==> config.mk <==
export PLATFORM = sky130hd
export DESIGN_NAME = safe_lock_ctrl_flat
export DESIGN_NICKNAME = d
export VERILOG_FILES = /design/src/rtl/safe_lock_ctrl_if.sv /design/src/rtl/safe_lock_ctrl.sv /design/src/flat_wrapper.sv
export SDC_FILE = /design/constraint.sdc
export NUM_CORES = 1
export LEC_CHECK = 0
export CAP_MARGIN = 20
export CORE_AREA = 3 3 84 86
export CTS_BUF_LIST = sky130_fd_sc_hd__clkbuf_8
export CTS_CLUSTER_DIAMETER = 150
export CTS_CLUSTER_SIZE = 40
export DETAILED_ROUTE_END_ITERATION = 8
export DIE_AREA = 0 0 87 89
export PLACE_DENSITY = 0.6
export REMOVE_ABC_BUFFERS = 1
export SYNTH_ARGS = -nofsm -noshare
export SYNTH_HDL_FRONTEND = slang
export SYNTH_SLANG_ARGS = --single-unit
==> constraint.sdc <==
create_clock -name clk -period 1.8 [get_ports clk]
set_clock_uncertainty 0.1 [all_clocks]
set_input_delay 0.27 -clock clk [delete_from_list [all_inputs] [get_ports clk]]
set_output_delay 0.27 -clock clk [all_outputs]
set_load 0.05 [all_outputs]
==> src/rtl/safe_lock_ctrl_if.sv <==
// Keypad, timer and status signals shared between the safe lock controller
// and whatever drives the keypad and hosts the countdown timer.
interface safe_lock_ctrl_if;
  // keypad and timer inputs to the controller
  logic       key_valid;
  logic [3:0] key_digit;
  logic       key_enter;
  logic       key_clear;
  logic       key_set;
  logic       key_lock;
  logic       time_out;
  // controller outputs
  logic       run_timer;
  logic       reset_timer;
  logic       timer_mode_5min;
  logic       door_open;
  logic       locked_out;
  logic [1:0] fail_cnt;
  logic       entry_err;
  logic [2:0] state;

  // keypad/timer side
  modport master (
    output key_valid, key_digit, key_enter, key_clear, key_set, key_lock, time_out,
    input  run_timer, reset_timer, timer_mode_5min, door_open, locked_out,
           fail_cnt, entry_err, state
  );

  // controller side
  modport slave (
    input  key_valid, key_digit, key_enter, key_clear, key_set, key_lock, time_out,
    output run_timer, reset_timer, timer_mode_5min, door_open, locked_out,
           fail_cnt, entry_err, state
  );
endinterface

==> src/rtl/safe_lock_ctrl.sv <==
// Safe lock controller: collects BCD keypad digits, checks them against the
// stored password, counts consecutive failures, drives the countdown timer
// (1-minute entry window, 5-minute lockout) and allows a password change
// while the door is open. Every output comes straight from a register.
// PW_DIGITS is expected to be at least 2.
module safe_lock_ctrl #(
  parameter int                       PW_DIGITS  = 4,
  parameter int                       MAX_FAIL   = 3,
  parameter logic [4*PW_DIGITS-1:0]   DEFAULT_PW = 16'h1234
) (
  input  logic             clk,
  input  logic             rst,
  safe_lock_ctrl_if.slave  bus
);

  localparam int BW = 4 * PW_DIGITS;
  localparam int CW = $clog2(PW_DIGITS + 2);
  localparam logic [CW-1:0] CNT_FULL = CW'(PW_DIGITS);
  localparam logic [CW-1:0] CNT_OVF  = CW'(PW_DIGITS + 1);

  typedef enum logic [2:0] {
    S_IDLE    = 3'd0,
    S_ENTRY   = 3'd1,
    S_CHECK   = 3'd2,
    S_OPEN    = 3'd3,
    S_SET     = 3'd4,
    S_LOCKOUT = 3'd5
  } state_t;

  state_t        state_q, state_d;
  logic [BW-1:0] buf_q, buf_d;
  logic [CW-1:0] cnt_q, cnt_d;
  logic [BW-1:0] pw_q, pw_d;
  logic [1:0]    fail_q, fail_d;
  logic          armed_q, armed_d;
  logic          run_q, run_d;
  logic          rt_q, rt_d;
  logic          mode_q, mode_d;
  logic          door_q, door_d;
  logic          lo_q, lo_d;
  logic          err_q, err_d;

  logic          digit_ok;
  logic [BW-1:0] buf_shift;
  logic [CW-1:0] cnt_inc;
  logic          fail_hit;
  logic          pw_match;
  logic          timeout_ok;

  // Digits 10-15 are not BCD and are dropped; the count sticks one past full
  // so an over-long entry can never match.
  assign digit_ok   = bus.key_valid && (bus.key_digit <= 4'd9);
  assign buf_shift  = {buf_q[BW-5:0], bus.key_digit};
  assign cnt_inc    = (cnt_q == CNT_OVF) ? cnt_q : cnt_q + 1'b1;
  assign fail_hit   = ({1'b0, fail_q} + 3'd1) == 3'(MAX_FAIL);
  assign pw_match   = (cnt_q == CNT_FULL) && (buf_q == pw_q);
  // A time_out seen right after a reload may still belong to the previous
  // countdown, so it only counts once armed.
  assign timeout_ok = bus.time_out && armed_q;

  // FSM state register
  always_ff @(posedge clk or posedge rst) begin
    if (rst) state_q <= S_IDLE;
    else     state_q <= state_d;
  end

  // Next state, datapath updates and next values of the registered outputs
  always_comb begin
    state_d = state_q;
    buf_d   = buf_q;
    cnt_d   = cnt_q;
    pw_d    = pw_q;
    fail_d  = fail_q;
    rt_d    = 1'b0;
    mode_d  = mode_q;
    err_d   = 1'b0;

    unique case (state_q)
      S_IDLE: begin
        if (digit_ok) begin
          buf_d   = BW'(bus.key_digit);
          cnt_d   = CW'(1);
          state_d = S_ENTRY;
          rt_d    = 1'b1;
          mode_d  = 1'b0;
        end
      end

      S_ENTRY: begin
        if (timeout_ok) begin
          buf_d   = '0;
          cnt_d   = '0;
          state_d = S_IDLE;
        end else begin
          if (digit_ok) begin
            buf_d = buf_shift;
            cnt_d = cnt_inc;
          end
          if (bus.key_clear) begin
            buf_d = '0;
            cnt_d = '0;
          end
          if (bus.key_enter) state_d = S_CHECK;
        end
      end

      S_CHECK: begin
        buf_d = '0;
        cnt_d = '0;
        if (pw_match) begin
          state_d = S_OPEN;
          fail_d  = 2'd0;
        end else begin
          err_d = 1'b1;
          if (fail_hit) begin
            state_d = S_LOCKOUT;
            fail_d  = 2'd0;
            rt_d    = 1'b1;
            mode_d  = 1'b1;
          end else begin
            state_d = S_ENTRY;
            fail_d  = fail_q + 2'd1;
          end
        end
      end

      S_LOCKOUT: begin
        if (timeout_ok) begin
          state_d = S_IDLE;
          mode_d  = 1'b0;
        end
      end

      S_OPEN: begin
        if (bus.key_lock) begin
          state_d = S_IDLE;
        end else if (bus.key_set) begin
          state_d = S_SET;
          buf_d   = '0;
          cnt_d   = '0;
        end
      end

      S_SET: begin
        if (bus.key_lock) begin
          state_d = S_IDLE;
          buf_d   = '0;
          cnt_d   = '0;
        end else if (bus.key_enter) begin
          if (cnt_q == CNT_FULL) pw_d  = buf_q;
          else                   err_d = 1'b1;
          state_d = S_OPEN;
          buf_d   = '0;
          cnt_d   = '0;
        end else begin
          if (digit_ok) begin
            buf_d = buf_shift;
            cnt_d = cnt_inc;
          end
          if (bus.key_clear) begin
            buf_d = '0;
            cnt_d = '0;
          end
        end
      end

      default: begin
        state_d = S_IDLE;
        buf_d   = '0;
        cnt_d   = '0;
      end
    endcase

    // Level outputs follow the state being entered so they line up with it.
    run_d   = (state_d == S_ENTRY) || (state_d == S_CHECK) || (state_d == S_LOCKOUT);
    door_d  = (state_d == S_OPEN) || (state_d == S_SET);
    lo_d    = (state_d == S_LOCKOUT);
    // Disarmed during the reload pulse cycle and the cycle after it.
    armed_d = !(rt_d || rt_q);
  end

  // Datapath and registered outputs
  always_ff @(posedge clk or posedge rst) begin
    if (rst) begin
      buf_q   <= '0;
      cnt_q   <= '0;
      pw_q    <= DEFAULT_PW;
      fail_q  <= 2'd0;
      armed_q <= 1'b0;
      run_q   <= 1'b0;
      rt_q    <= 1'b0;
      mode_q  <= 1'b0;
      door_q  <= 1'b0;
      lo_q    <= 1'b0;
      err_q   <= 1'b0;
    end else begin
      buf_q   <= buf_d;
      cnt_q   <= cnt_d;
      pw_q    <= pw_d;
      fail_q  <= fail_d;
      armed_q <= armed_d;
      run_q   <= run_d;
      rt_q    <= rt_d;
      mode_q  <= mode_d;
      door_q  <= door_d;
      lo_q    <= lo_d;
      err_q   <= err_d;
    end
  end

  assign bus.run_timer       = run_q;
  assign bus.reset_timer     = rt_q;
  assign bus.timer_mode_5min = mode_q;
  assign bus.door_open       = door_q;
  assign bus.locked_out      = lo_q;
  assign bus.fail_cnt        = fail_q;
  assign bus.entry_err       = err_q;
  assign bus.state           = state_q;

endmodule

==> src/flat_wrapper.sv <==
// flat-port wrapper written by rule: the top's interface ports become plain ports
module safe_lock_ctrl_flat 
#(
  parameter int                       PW_DIGITS  = 4,
  parameter int                       MAX_FAIL   = 3,
  parameter logic [4*PW_DIGITS-1:0]   DEFAULT_PW = 16'h1234
)
  (clk, rst, bus_key_valid, bus_key_digit, bus_key_enter, bus_key_clear, bus_key_set, bus_key_lock, bus_time_out, bus_run_timer, bus_reset_timer, bus_timer_mode_5min, bus_door_open, bus_locked_out, bus_fail_cnt, bus_entry_err, bus_state);
  safe_lock_ctrl_if bus_i ();
  input  logic clk;
  input  logic rst;
  input wire logic [$bits(bus_i.key_valid)-1:0] bus_key_valid;
  input wire logic [$bits(bus_i.key_digit)-1:0] bus_key_digit;
  input wire logic [$bits(bus_i.key_enter)-1:0] bus_key_enter;
  input wire logic [$bits(bus_i.key_clear)-1:0] bus_key_clear;
  input wire logic [$bits(bus_i.key_set)-1:0] bus_key_set;
  input wire logic [$bits(bus_i.key_lock)-1:0] bus_key_lock;
  input wire logic [$bits(bus_i.time_out)-1:0] bus_time_out;
  output wire logic [$bits(bus_i.run_timer)-1:0] bus_run_timer;
  output wire logic [$bits(bus_i.reset_timer)-1:0] bus_reset_timer;
  output wire logic [$bits(bus_i.timer_mode_5min)-1:0] bus_timer_mode_5min;
  output wire logic [$bits(bus_i.door_open)-1:0] bus_door_open;
  output wire logic [$bits(bus_i.locked_out)-1:0] bus_locked_out;
  output wire logic [$bits(bus_i.fail_cnt)-1:0] bus_fail_cnt;
  output wire logic [$bits(bus_i.entry_err)-1:0] bus_entry_err;
  output wire logic [$bits(bus_i.state)-1:0] bus_state;
  assign bus_i.key_valid = bus_key_valid;
  assign bus_i.key_digit = bus_key_digit;
  assign bus_i.key_enter = bus_key_enter;
  assign bus_i.key_clear = bus_key_clear;
  assign bus_i.key_set = bus_key_set;
  assign bus_i.key_lock = bus_key_lock;
  assign bus_i.time_out = bus_time_out;
  assign bus_run_timer = bus_i.run_timer;
  assign bus_reset_timer = bus_i.reset_timer;
  assign bus_timer_mode_5min = bus_i.timer_mode_5min;
  assign bus_door_open = bus_i.door_open;
  assign bus_locked_out = bus_i.locked_out;
  assign bus_fail_cnt = bus_i.fail_cnt;
  assign bus_entry_err = bus_i.entry_err;
  assign bus_state = bus_i.state;
  safe_lock_ctrl #(.PW_DIGITS(PW_DIGITS), .MAX_FAIL(MAX_FAIL), .DEFAULT_PW(DEFAULT_PW)) u_core (.clk(clk), .rst(rst), .bus(bus_i));
endmodule
==> summary.json <==
{
  "cts_tree": "done",
  "timing.critical_path.fanout_max": 5,
  "async_reset_ff_frac": 1.000,
  "number_of_top_level_pins": 23,
  "number_of_enable_type_register_cells_in_the_synthesized_netlist": 0,
  "syn-mean-instance-area_um2": 11.51,
  "timing.final.setup_violations": 11,
  "part_of_the_power_in_combinational_logic": 0.453,
  "power.density_nw_per_um2": 1247,
  "post-synth-top-area-cell": "sky130_fd_sc_hd__dfrtp_1",
  "die_width_um": 87,
  "detail-route-antenna-nets": 0,
  "irDropWorstVdd_mv": 0.6296,
  "rsz_0062_raised_after_global_routing": "true",
  "violations": "setup timing",
  "placementRows": 29,
  "numPlacedInstances": 348,
  "setup.worst_path.class": "register to register",
  "clock.fmax_mhz": 527.7,
  "num-nets-final": 296,
  "cp_data_required_time_ns": 1.90,
  "place_area_um2": 3075,
  "gpl_congestion": 0.8447,
  "cp-startpoint": "u_core.pw_q[5]",
  "clkLatencyLatePin_ns": 0.31,
  "timing.slew.headroom": 0.8069,
  "startpoint_type": "register",
  "layout.cells.non_filler": 359,
  "floorplan.initialDensity": 0.3825,
  "drt_pass1_iterations": 4,
  "final-hold-violation-count": 0,
  "ctsHtreeMaxLevel": 2,
  "bufs_on_longest_clock_path": 2,
  "combined_global_route_utilization_of_all_metal_layers": 0.1547,
  "yosys_warnings": 0,
  "clock_sinks": 47,
  "fillers": 545,
  "synth-main-ff-cell": "sky130_fd_sc_hd__dfrtp_1",
  "post-place-ws_ns": -0.2334,
  "vias_in_the_first_global_route": 1944,
  "tritoncts.num_buffers": 5,
  "drtIter0Drc": 55,
  "clk_pin_slew_ns": 0.09,
  "timing.hold.ws_ns": 0.2024,
  "class_of_the_tightest_hold_or_removal_check": "input port to async pin",
  "buffer_ports.inserted": 22,
  "die_height_um": 89,
  "cts_hold_bufs": 0,
  "wire_per_inst_um": 15.18,
  "run_status": "finished, violations left",
  "post-route-util": 0.5259,
  "worst_pin_slew_ns": 0.2877,
  "register_bit_total_from_synthesis": 47,
  "pin_count_of_the_biggest_net_entering_global_routing": 48,
  "setup_tns_ns": -0.2910,
  "crit_path_end_kind": "register",
  "synth_top_area_share": 0.4328,
  "design_power_total_mw": 4.165,
  "synth.lib_cells_used.distinct": 54,
  "grt_antenna_before_repair": 0,
  "finalWorstSetupSlack_ns": -0.09490,
  "synth-seq-area-share": 0.4869,
  "dpl.hpwl_um": 3829,
  "first_pass_grt_wire_length_um": 9335,
  "clock_power_share": 0.221,
  "clock-root-buffer": "sky130_fd_sc_hd__clkbuf_8",
  "timing.final.crit_period_ns": 1.895,
  "internal_power_mw": 2.653,
  "final_min_period_over_clock_period": 1.053,
  "syn2layout_area_growth_pct": 37.51,
  "swShare": 0.3631,
  "power.leakage_nw": 1.563,
  "netlist_top_cells_area": "sky130_fd_sc_hd__dfrtp_1 (43%), sky130_fd_sc_hd__mux2_4 (6.2%), sky130_fd_sc_hd__dfstp_2 (5.4%), sky130_fd_sc_hd__mux2i_1 (5.4%), sky130_fd_sc_hd__xnor2_1 (4.0%)",
  "share_seq_of_total_power": 0.326,
  "core-area_um2": 6350,
  "vias": 1825,
  "maxSlewViolCount": 0,
  "cp.arrival_ns": 2.00,
  "n_antenna_cell": 0,
  "grt_overflow": 0,
  "die_area_um2": 7743,
  "routed_wirelength_um": 5448,
  "viasPerCell": 5.084,
  "syn-instance-count": 211,
  "post_synth_instance_area_um2": 2429,
  "critical_path.reg2reg.startpoint": "u_core.pw_q[5]",
  "max_cap_violations": 0,
  "drc": 0,
  "switchingPower_mw": 1.512,
  "layout-drive-gt1-share": 0.3901,
  "postLayoutCellArea_um2": 3339
}
## power by group through the flow
stage | registers (mW) | logic, mW | clock network [mW]
floorplan | 1.67 | 0.647 | 0
global placement | 1.37 | 1.72 | 0
detailed placement | 1.37 | 1.73 | 0
CTS | 1.35 | 1.75 | 0.940
global route | 1.38 | 2.06 | 0.997
finish | 1.36 | 1.89 | 0.919
## cell usage in the layout (no fill, tap or decap), drive strengths merged, types with 3 or more instances in the layout
cell type	Yosys	layout
nor3b	3	3
a22o	8	8
nor2	22	22
inv	4	5
nand3	3	3
buf	7	59
dfstp	5	5
o21ai	8	8
nand2b	4	4
clkbuf	1	6
xnor2	11	11
xor2	5	5
nor3	7	7
a21oi	7	7
mux2i	13	13
nand2	14	14
dfrtp	42	42
mux2	16	16
ha	3	3
clkdlybuf4s50	0	11
## per-layer routing
| metal | global-route usage | vias up | share of wire | wire length [um] |
|---|---|---|---|---|
| met4 | 0.05807 | 0 | 0.018 | 99 |
| met5 | 0 | - | 0 | 0 |
| met3 | 0.02673 | 7 | 0.028 | 155 |
| met1 | 0.1993 | 907 | 0.48 | 2592 |
| li1 | - | 889 | - | - |
| met2 | 0.2609 | 22 | 0.48 | 2601 |
## synthesized netlist by cell type, types with 5 or more instances
| library cell | instances |
|---|---|
| sky130_fd_sc_hd__a21oi_1 | 6 |
| sky130_fd_sc_hd__a22o_1 | 8 |
| sky130_fd_sc_hd__dfrtp_1 | 42 |
| sky130_fd_sc_hd__dfstp_2 | 5 |
| sky130_fd_sc_hd__mux2_2 | 6 |
| sky130_fd_sc_hd__mux2_4 | 10 |
| sky130_fd_sc_hd__mux2i_1 | 13 |
| sky130_fd_sc_hd__nand2_1 | 13 |
| sky130_fd_sc_hd__nor2_1 | 21 |
| sky130_fd_sc_hd__nor3_1 | 5 |
| sky130_fd_sc_hd__o21ai_0 | 6 |
| sky130_fd_sc_hd__xnor2_1 | 11 |
| sky130_fd_sc_hd__xor2_1 | 5 |
## cell type report
type,count,area (um2),area share
clock inverter,3,63.81,0.01911
multi-input combinational,152,1255,0.3758
inverter,4,15.01,0.004496
clock buffer,5,68.82,0.02061
sequential,47,1184,0.3544
timing repair buffer,71,656.9,0.1967
tap,77,96.34,0.02885
## kinds of logic after synthesis
kind of cell / after synthesis / synth area share
simple gates: 67 / 0.1551
flops: 47 / 0.4869
compound gates: 37 / 0.1097
mux: 29 / 0.1432
xor+xnor: 16 / 0.05770
buf+inv: 12 / 0.03194
fa+ha+maj: 3 / 0.01546
## what timing repair did
item / in CTS / in global routing
setup buffers: 0 / 2
pin swaps: 1 / 3
gates resized for setup: 3 / 20
cloned: 0 / 1
setup endpoints to repair: 6 / 41
## worst max-delay path, cell delays in order (launching register included)
cell and delay (ns):
sky130_fd_sc_hd__dfstp_2 0.55, sky130_fd_sc_hd__xor2_1 0.09, sky130_fd_sc_hd__nor4b_2 0.30, sky130_fd_sc_hd__nand2_1 0.08, sky130_fd_sc_hd__or4_4 0.46, sky130_fd_sc_hd__o211a_1 0.22
## path summary, 6_finish.rpt
path,cells past startpoint,slack [ns],to
setup / recovery,5,-0.09,u_core.bus.run_timer
hold / removal,3,0.20,u_core.bus.fail_cnt[0]
setup reg to reg,5,-0.09,u_core.bus.run_timer
hold reg to reg,2,0.43,u_core.bus.timer_mode_5min
max in group asynchronous,3,1.10,u_core.pw_q[12]
min in group clk,2,0.43,u_core.bus.timer_mode_5min
## sequential cells by signal, summed over array words and instances, names as in the netlist
signal,cells
u_core.buf_q,16
u_core.pw_q,16
u_core.bus.state,3
u_core.cnt_q,3
u_core.bus.fail_cnt,2
u_core.armed_q,1
u_core.bus.door_open,1
u_core.bus.entry_err,1
u_core.bus.locked_out,1
u_core.bus.reset_timer,1
u_core.bus.run_timer,1
u_core.bus.timer_mode_5min,1
No activity file was read; power rests on OpenSTA's default activity.
==> RTL change 1, RTL diff (same flow settings) <==
`buf_q` no longer has a reset.
--- a/src/rtl/safe_lock_ctrl.sv
+++ b/src/rtl/safe_lock_ctrl.sv
@@ -183,5 +183,4 @@
   always_ff @(posedge clk or posedge rst) begin
     if (rst) begin
-      buf_q   <= '0;
       cnt_q   <= '0;
       pw_q    <= DEFAULT_PW;
@@ -195,5 +194,4 @@
       err_q   <= 1'b0;
     end else begin
-      buf_q   <= buf_d;
       cnt_q   <= cnt_d;
       pw_q    <= pw_d;
@@ -209,4 +207,8 @@
   end
 
+  always_ff @(posedge clk) begin
+    buf_q <= buf_d;
+  end
+
   assign bus.run_timer       = run_q;
   assign bus.reset_timer     = rt_q;
Function: no difference found for any inputs over 10 cycles, from zero or initial values and one cycle with rst high; that may be too few to reach the edited logic, so the function may still have changed.
==> RTL change 1 against the original RTL <==
The flow still finishes with violations (setup timing). Sequential cell count unchanged. Cell count is 6.7% higher. Cell area rose by 7.3%. Area after synthesis is 1.2% higher. Highest routed layer unchanged. Worst setup slack got worse by 97 ps. Die area stayed put. Routed wire length is 12% higher. Critical path type unchanged.
Power is not compared: it rests on default switching activity, and its combinational part moved more than twofold at a synthesized area within 25%.
==> RTL change 1: results (changes against the original RTL) <==
The global-route wire length before repair is 9380 um (+0.45%), and the number of global-route vias before repair is 1885 (-3.0%). The final non-filler cell total is 383 (+6.7%), and the post-synthesis cell type count is 45 (-17%). The tools report the later-pin clock latency in the skew report as 310 ps (about the same). The fraction of registers with async set/reset was 66.0% (-34 points); the mean post-synth cell area was 10.9 sq um (-5.5%). The run gives 51.4% (+2.7 points) as the sequential area share after synthesis. The count of nets after finishing is 320 (+8.1%), and the placed cell count is 365 (+4.9%).

The total negative setup slack came out at -2840 ps (-2550 ps). The number of enable-type register cells in the synthesized netlist is 16 (+16). In the post-synthesis netlist, the biggest area contributors are sky130_fd_sc_hd__dfrtp_1 26%, sky130_fd_sc_hd__edfxtp_1 20%, sky130_fd_sc_hd__mux2_4 6.1%, sky130_fd_sc_hd__nand2_1 6.0%, sky130_fd_sc_hd__dfstp_2 5.3%.

The flow ran to the end, but the final reports show violations. The total power draw was 0.00280 W. By count the netlist is led by 39 x sky130_fd_sc_hd__nand2_1, 26 x sky130_fd_sc_hd__dfrtp_1, 22 x sky130_fd_sc_hd__a21oi_1, 16 x sky130_fd_sc_hd__edfxtp_1, 13 x sky130_fd_sc_hd__xor2_1.

For the via count, the log shows 1977 (+8.3%). The maximum fanout along the worst path is 2 (-3). The overall routed net length is 6110 um (+12%), and the number of cells upsized or downsized after cts is 25 (+22).

The clock group power is 0.000648 W, and the post-DP HPWL is 3980 um (+3.9%). The worst-case setup margin in the final layout is -191 ps (-96.6 ps). Final RePlAce weighted congestion: 0.874 (+3.5%). The actual slew at the worst max-slew pin is 439 ps (+151 ps). For the number of violations reported at the end of detailed-routing iteration 0, the log shows 104 (+89%). For the worst setup slack after placement, the log shows -451 ps (-218 ps).

For the cell area after placement, the log shows 3130 sq um (+1.6%). The share of final-layout standard cells stronger than drive strength 1 was 45.8% (+6.7 points); the post-CTS setup buffer count was 3 (+3). The number of fill cells is 545 (unchanged).

The run gives 3580 sq um (+7.3%) as the area of all placed cells without fillers. The final reports fail on setup timing. The highest cell delay on the worst timing path was 570 ps (+20 ps). For the maximum number of pins on one net before global-route repair, the log shows 32 (-33%).

In this run the clock root is driven by a sky130_fd_sc_hd__clkbuf_8. The logs give 2130 ps (+130 ps) for the data arrival time at the worst-slack endpoint and 15.6% (+0.17 points) for the total routing resource utilization after global routing. Number of setup violations in the final report: 32 (+21).
-- RTL change 1: path summary, 6_finish.rpt --
path                            depth (start not counted)                                      to                                   start  slack [ps]
min in group clk                                        2  u_core.bus.timer_mode_5min$_DFFE_PP0P_  u_core.bus.timer_mode_5min$_DFFE_PP0P_         420
worst max-delay path                                    5           u_core.bus.state[1]$_DFF_PP0_              u_core.pw_q[4]$_DFFE_PP1P_        -190
worst max register to register                          5           u_core.bus.state[1]$_DFF_PP0_              u_core.pw_q[4]$_DFFE_PP1P_        -190
worst min register to register                          2  u_core.bus.timer_mode_5min$_DFFE_PP0P_  u_core.bus.timer_mode_5min$_DFFE_PP0P_         420
worst min-delay path                                    3          u_core.bus.door_open$_DFF_PP0_                                     rst         260
max in group asynchronous                               3              u_core.pw_q[2]$_DFFE_PP1P_                                     rst         990
-- RTL change 1: layout make-up --
| class | instances | area share, % |
|---|---|---|
| Multi-Input combinational cell | 162 | 36.8 |
| Inverter | 9 | 0.943 |
| Clock buffer | 5 | 1.92 |
| Clock inverter | 3 | 0.524 |
| Sequential cell | 47 | 35.2 |
| Timing Repair Buffer | 80 | 21.9 |
| Tap cell | 77 | 2.69 |
-- RTL change 1: per-layer routing --
metal  up-vias  track usage (%)  wire (um)
li1        956                -          -
met1       979             21.9       2840
met2        37             25.0       2980
met3         5             2.86        223
met5         -                0          0
met4         0             4.25         65
-- RTL change 1: cells by family after synthesis --
kind of cell | after synthesis | share of synthesized area [%]
muxes | 17 | 9.32
and+or+nand+nor | 73 | 14.9
xor gates and xnor gates | 16 | 5.70
DFF | 47 | 51.4
buffers and inverters | 18 | 3.97
adders and majority gates | 3 | 1.53
AOI/OAI and AO/OA | 52 | 13.2
==> RTL change 2, RTL diff (same settings) <==
Without the edit above. `DEFAULT_PW` is set to 16'h1234 in 2 places; all go to 16'h0DA7.
--- a/src/rtl/safe_lock_ctrl.sv
+++ b/src/rtl/safe_lock_ctrl.sv
@@ -7,5 +7,5 @@
   parameter int                       PW_DIGITS  = 4,
   parameter int                       MAX_FAIL   = 3,
-  parameter logic [4*PW_DIGITS-1:0]   DEFAULT_PW = 16'h1234
+  parameter logic [4*PW_DIGITS-1:0]   DEFAULT_PW = 16'h0DA7
 ) (
   input  logic             clk,
--- a/src/flat_wrapper.sv
+++ b/src/flat_wrapper.sv
@@ -4,5 +4,5 @@
   parameter int                       PW_DIGITS  = 4,
   parameter int                       MAX_FAIL   = 3,
-  parameter logic [4*PW_DIGITS-1:0]   DEFAULT_PW = 16'h1234
+  parameter logic [4*PW_DIGITS-1:0]   DEFAULT_PW = 16'h0DA7
 )
   (clk, rst, bus_key_valid, bus_key_digit, bus_key_enter, bus_key_clear, bus_key_set, bus_key_lock, bus_time_out, bus_run_timer, bus_reset_timer, bus_timer_mode_5min, bus_door_open, bus_locked_out, bus_fail_cnt, bus_entry_err, bus_state);
Formal check against the unedited RTL: not equivalent (Yosys sat finds a counterexample within 10 cycles, from zero or initial values and one cycle with rst high).
==> RTL change 2 against the original RTL <==
The flow still finishes with violations (setup timing). Die area unchanged. Sequential cell count is the same. Synthesized cell count stayed put. Cell area decreased by 0.49%. Critical path depth did not move. Area after synthesis rose by 0.15%. Total power decreased by 7.2%. Worst setup slack improved by 21 ps. Maximum frequency rose by 1.1%. Routed wire length decreased by 1.7%. Core utilization shrank 0.26 points.
==> RTL change 2: results (changes against the original RTL) <==
The tools report the worst-case setup margin in the final layout as -74.4 ps (+20.5 ps). After synthesis, the most frequently instantiated cells are 39 x sky130_fd_sc_hd__dfrtp_1, 21 x sky130_fd_sc_hd__nor2_1, 13 x sky130_fd_sc_hd__mux2i_1, 13 x sky130_fd_sc_hd__nand2_1, 11 x sky130_fd_sc_hd__xnor2_1. The fraction of registers with async set/reset was 100% (unchanged); the routed length per instance was 15.0 um (-1.1%). The worst slew slack as a fraction of its limit is 73.7% (-7.0 points). The logs give 4 (unchanged) for the total iterations of the first detailed-routing run and 1856 (-4.5%) for the number of global-route vias before repair. The run gives 48.8% (+0.079 points) as the sequential area share after synthesis. The root buffer cell chosen for the clock tree is sky130_fd_sc_hd__clkbuf_8.

The run finished, with violations left. The maximum number of pins on one net before global-route repair is 19 (-60%), and the cell area after placement is 3050 sq um (-0.77%). The clock-pin slew of the registers on the worst-case setup and hold paths came out at 90 ps (about the same). The run gives 5 (unchanged) as the number of buffers created by CTS. The antenna diode count was 0 (unchanged); the final RePlAce weighted congestion was 0.827 (-2.1%). The mean post-synth cell area was 11.5 sq um (+0.15%); the highest ir drop seen on vdd was 0.734 mV (+17%).

The path class of the tightest hold or removal check is in2async. The tools report the worst setup slack after placement as -219 ps (+14.3 ps). The tools report the total leakage power as 1.53 nW (-2.4%).

For the overall routed net length, the log shows 5360 um (-1.7%). Count of nets after finishing: 294 (-0.68%). The placed cell count was 341 (-2.0%); the data arrival time at the worst-slack endpoint was 1970 ps (-30 ps). The via count came out at 1785 (-2.2%). The run gives 3780 um (-1.2%) as the post-DP HPWL.

The number of setup violations in the final report was 8 (-3); the post-synthesis cell type count was 54 (unchanged). The maximum fanout along the worst path is 5 (unchanged). The startpoint of the worst-slack reg-to-reg timing path was u_core.pw_q[12]$_DFFE_PP0P_. The total routing resource utilization after global routing was 14.7% (-0.75 points); the count of input and output buffers was 22 (unchanged).

The start point of the critical path was u_core.pw_q[12]$_DFFE_PP0P_. The run gives 2 (unchanged) as the level count of the clock H-tree. The checks that failed: setup timing.

The tools report the number of buffers between clock root and the deepest sink as 2 (unchanged). Global-route wire length before repair: 8850 um (-5.2%). Sorting the synthesized cells by area gives the leading types as sky130_fd_sc_hd__dfrtp_1 40%, sky130_fd_sc_hd__dfstp_2 8.6%, sky130_fd_sc_hd__mux2_4 6.2%, sky130_fd_sc_hd__mux2i_1 5.3%, sky130_fd_sc_hd__xnor2_1 4.0%. The most used flip-flop cell after synthesis is sky130_fd_sc_hd__dfrtp_1. The tools report the number of violations reported at the end of detailed-routing iteration 0 as 87 (+58%). Share of final-layout standard cells stronger than drive strength 1: 41.1% (+2.1 points). The largest registers in the layout are u_core.buf_q x16, u_core.pw_q x16.
[RTL change 2: final timing paths]
path | end | slack, ps | cells after the start
max | u_core.bus.run_timer$_DFF_PP0_ | -70 | 5
min | u_core.bus.reset_timer$_DFF_PP0_ | 170 | 2
max reg2reg | u_core.bus.run_timer$_DFF_PP0_ | -70 | 5
min reg2reg | u_core.bus.timer_mode_5min$_DFFE_PP0P_ | 440 | 2
max in group asynchronous | u_core.pw_q[5]$_DFFE_PP1P_ | 930 | 3
min in group clk | u_core.bus.timer_mode_5min$_DFFE_PP0P_ | 440 | 2
[RTL change 2: kinds of logic after synthesis]
group	synth area share, %
AND/OR/NAND/NOR	15.5
flip-flops	48.8
AO/OA/AOI/OAI	11.0
multiplexers	14.3
XOR/XNOR	5.76
buffers and inverters	3.19
adder cells (fa/ha/maj)	1.54
[RTL change 2: final cells by class]
type                    instances  area, sq um
well taps                      77         96.3
repair buffers                 69          667
fillers                       551         3030
clock inverters                 3         22.5
flip-flops and latches         47         1190
inverters                       4         15.0
multi-input cells             152         1260
clock buffers                   5         68.8
[RTL change 2: metrics by stage]
stage	power, W	setup TNS (ps)
floorplan	0.00231	-16640
global placement	0.00305	-4900
detailed placement	0.00306	-5210
CTS	0.00374	-320
global route	0.00412	-1880
finish	0.00386	-280
[RTL change 2: layer usage]
layer | wire length (um) | vias to the layer above | share of wire [%] | global-route usage [%]
met5 | 0 | - | 0 | 0
met4 | 72 | 0 | 1.3 | 4.67
met3 | 163 | 6 | 3.0 | 3.13
met2 | 2590 | 23 | 48 | 24.9
met1 | 2530 | 871 | 47 | 18.9
li1 | - | 885 | - | -
[RTL change 2: worst max-delay path: stages (launching register included)]
cell,delay [ps]
sky130_fd_sc_hd__dfrtp_1,420
sky130_fd_sc_hd__xor2_2,190
sky130_fd_sc_hd__nor4b_2,290
sky130_fd_sc_hd__nand2_1,80
sky130_fd_sc_hd__or4_4,460
sky130_fd_sc_hd__o211a_1,220
[RTL change 2: power by group]
| part | internal (W) | switching [W] | total, W |
|---|---|---|---|
| Combinational | 0.000861 | 0.000979 | 0.00184 |
| Clock | 0.000279 | 0.000376 | 0.000655 |
| Sequential | 0.00122 | 0.000147 | 0.00137 |
[RTL change 2: timing repair]
action / in CTS / in global routing
setup endpoints to repair: 16 / 45
cloned: 0 / 1
pin swaps: 0 / 6
buffers inserted: 0 / 7
resized for setup: 2 / 28
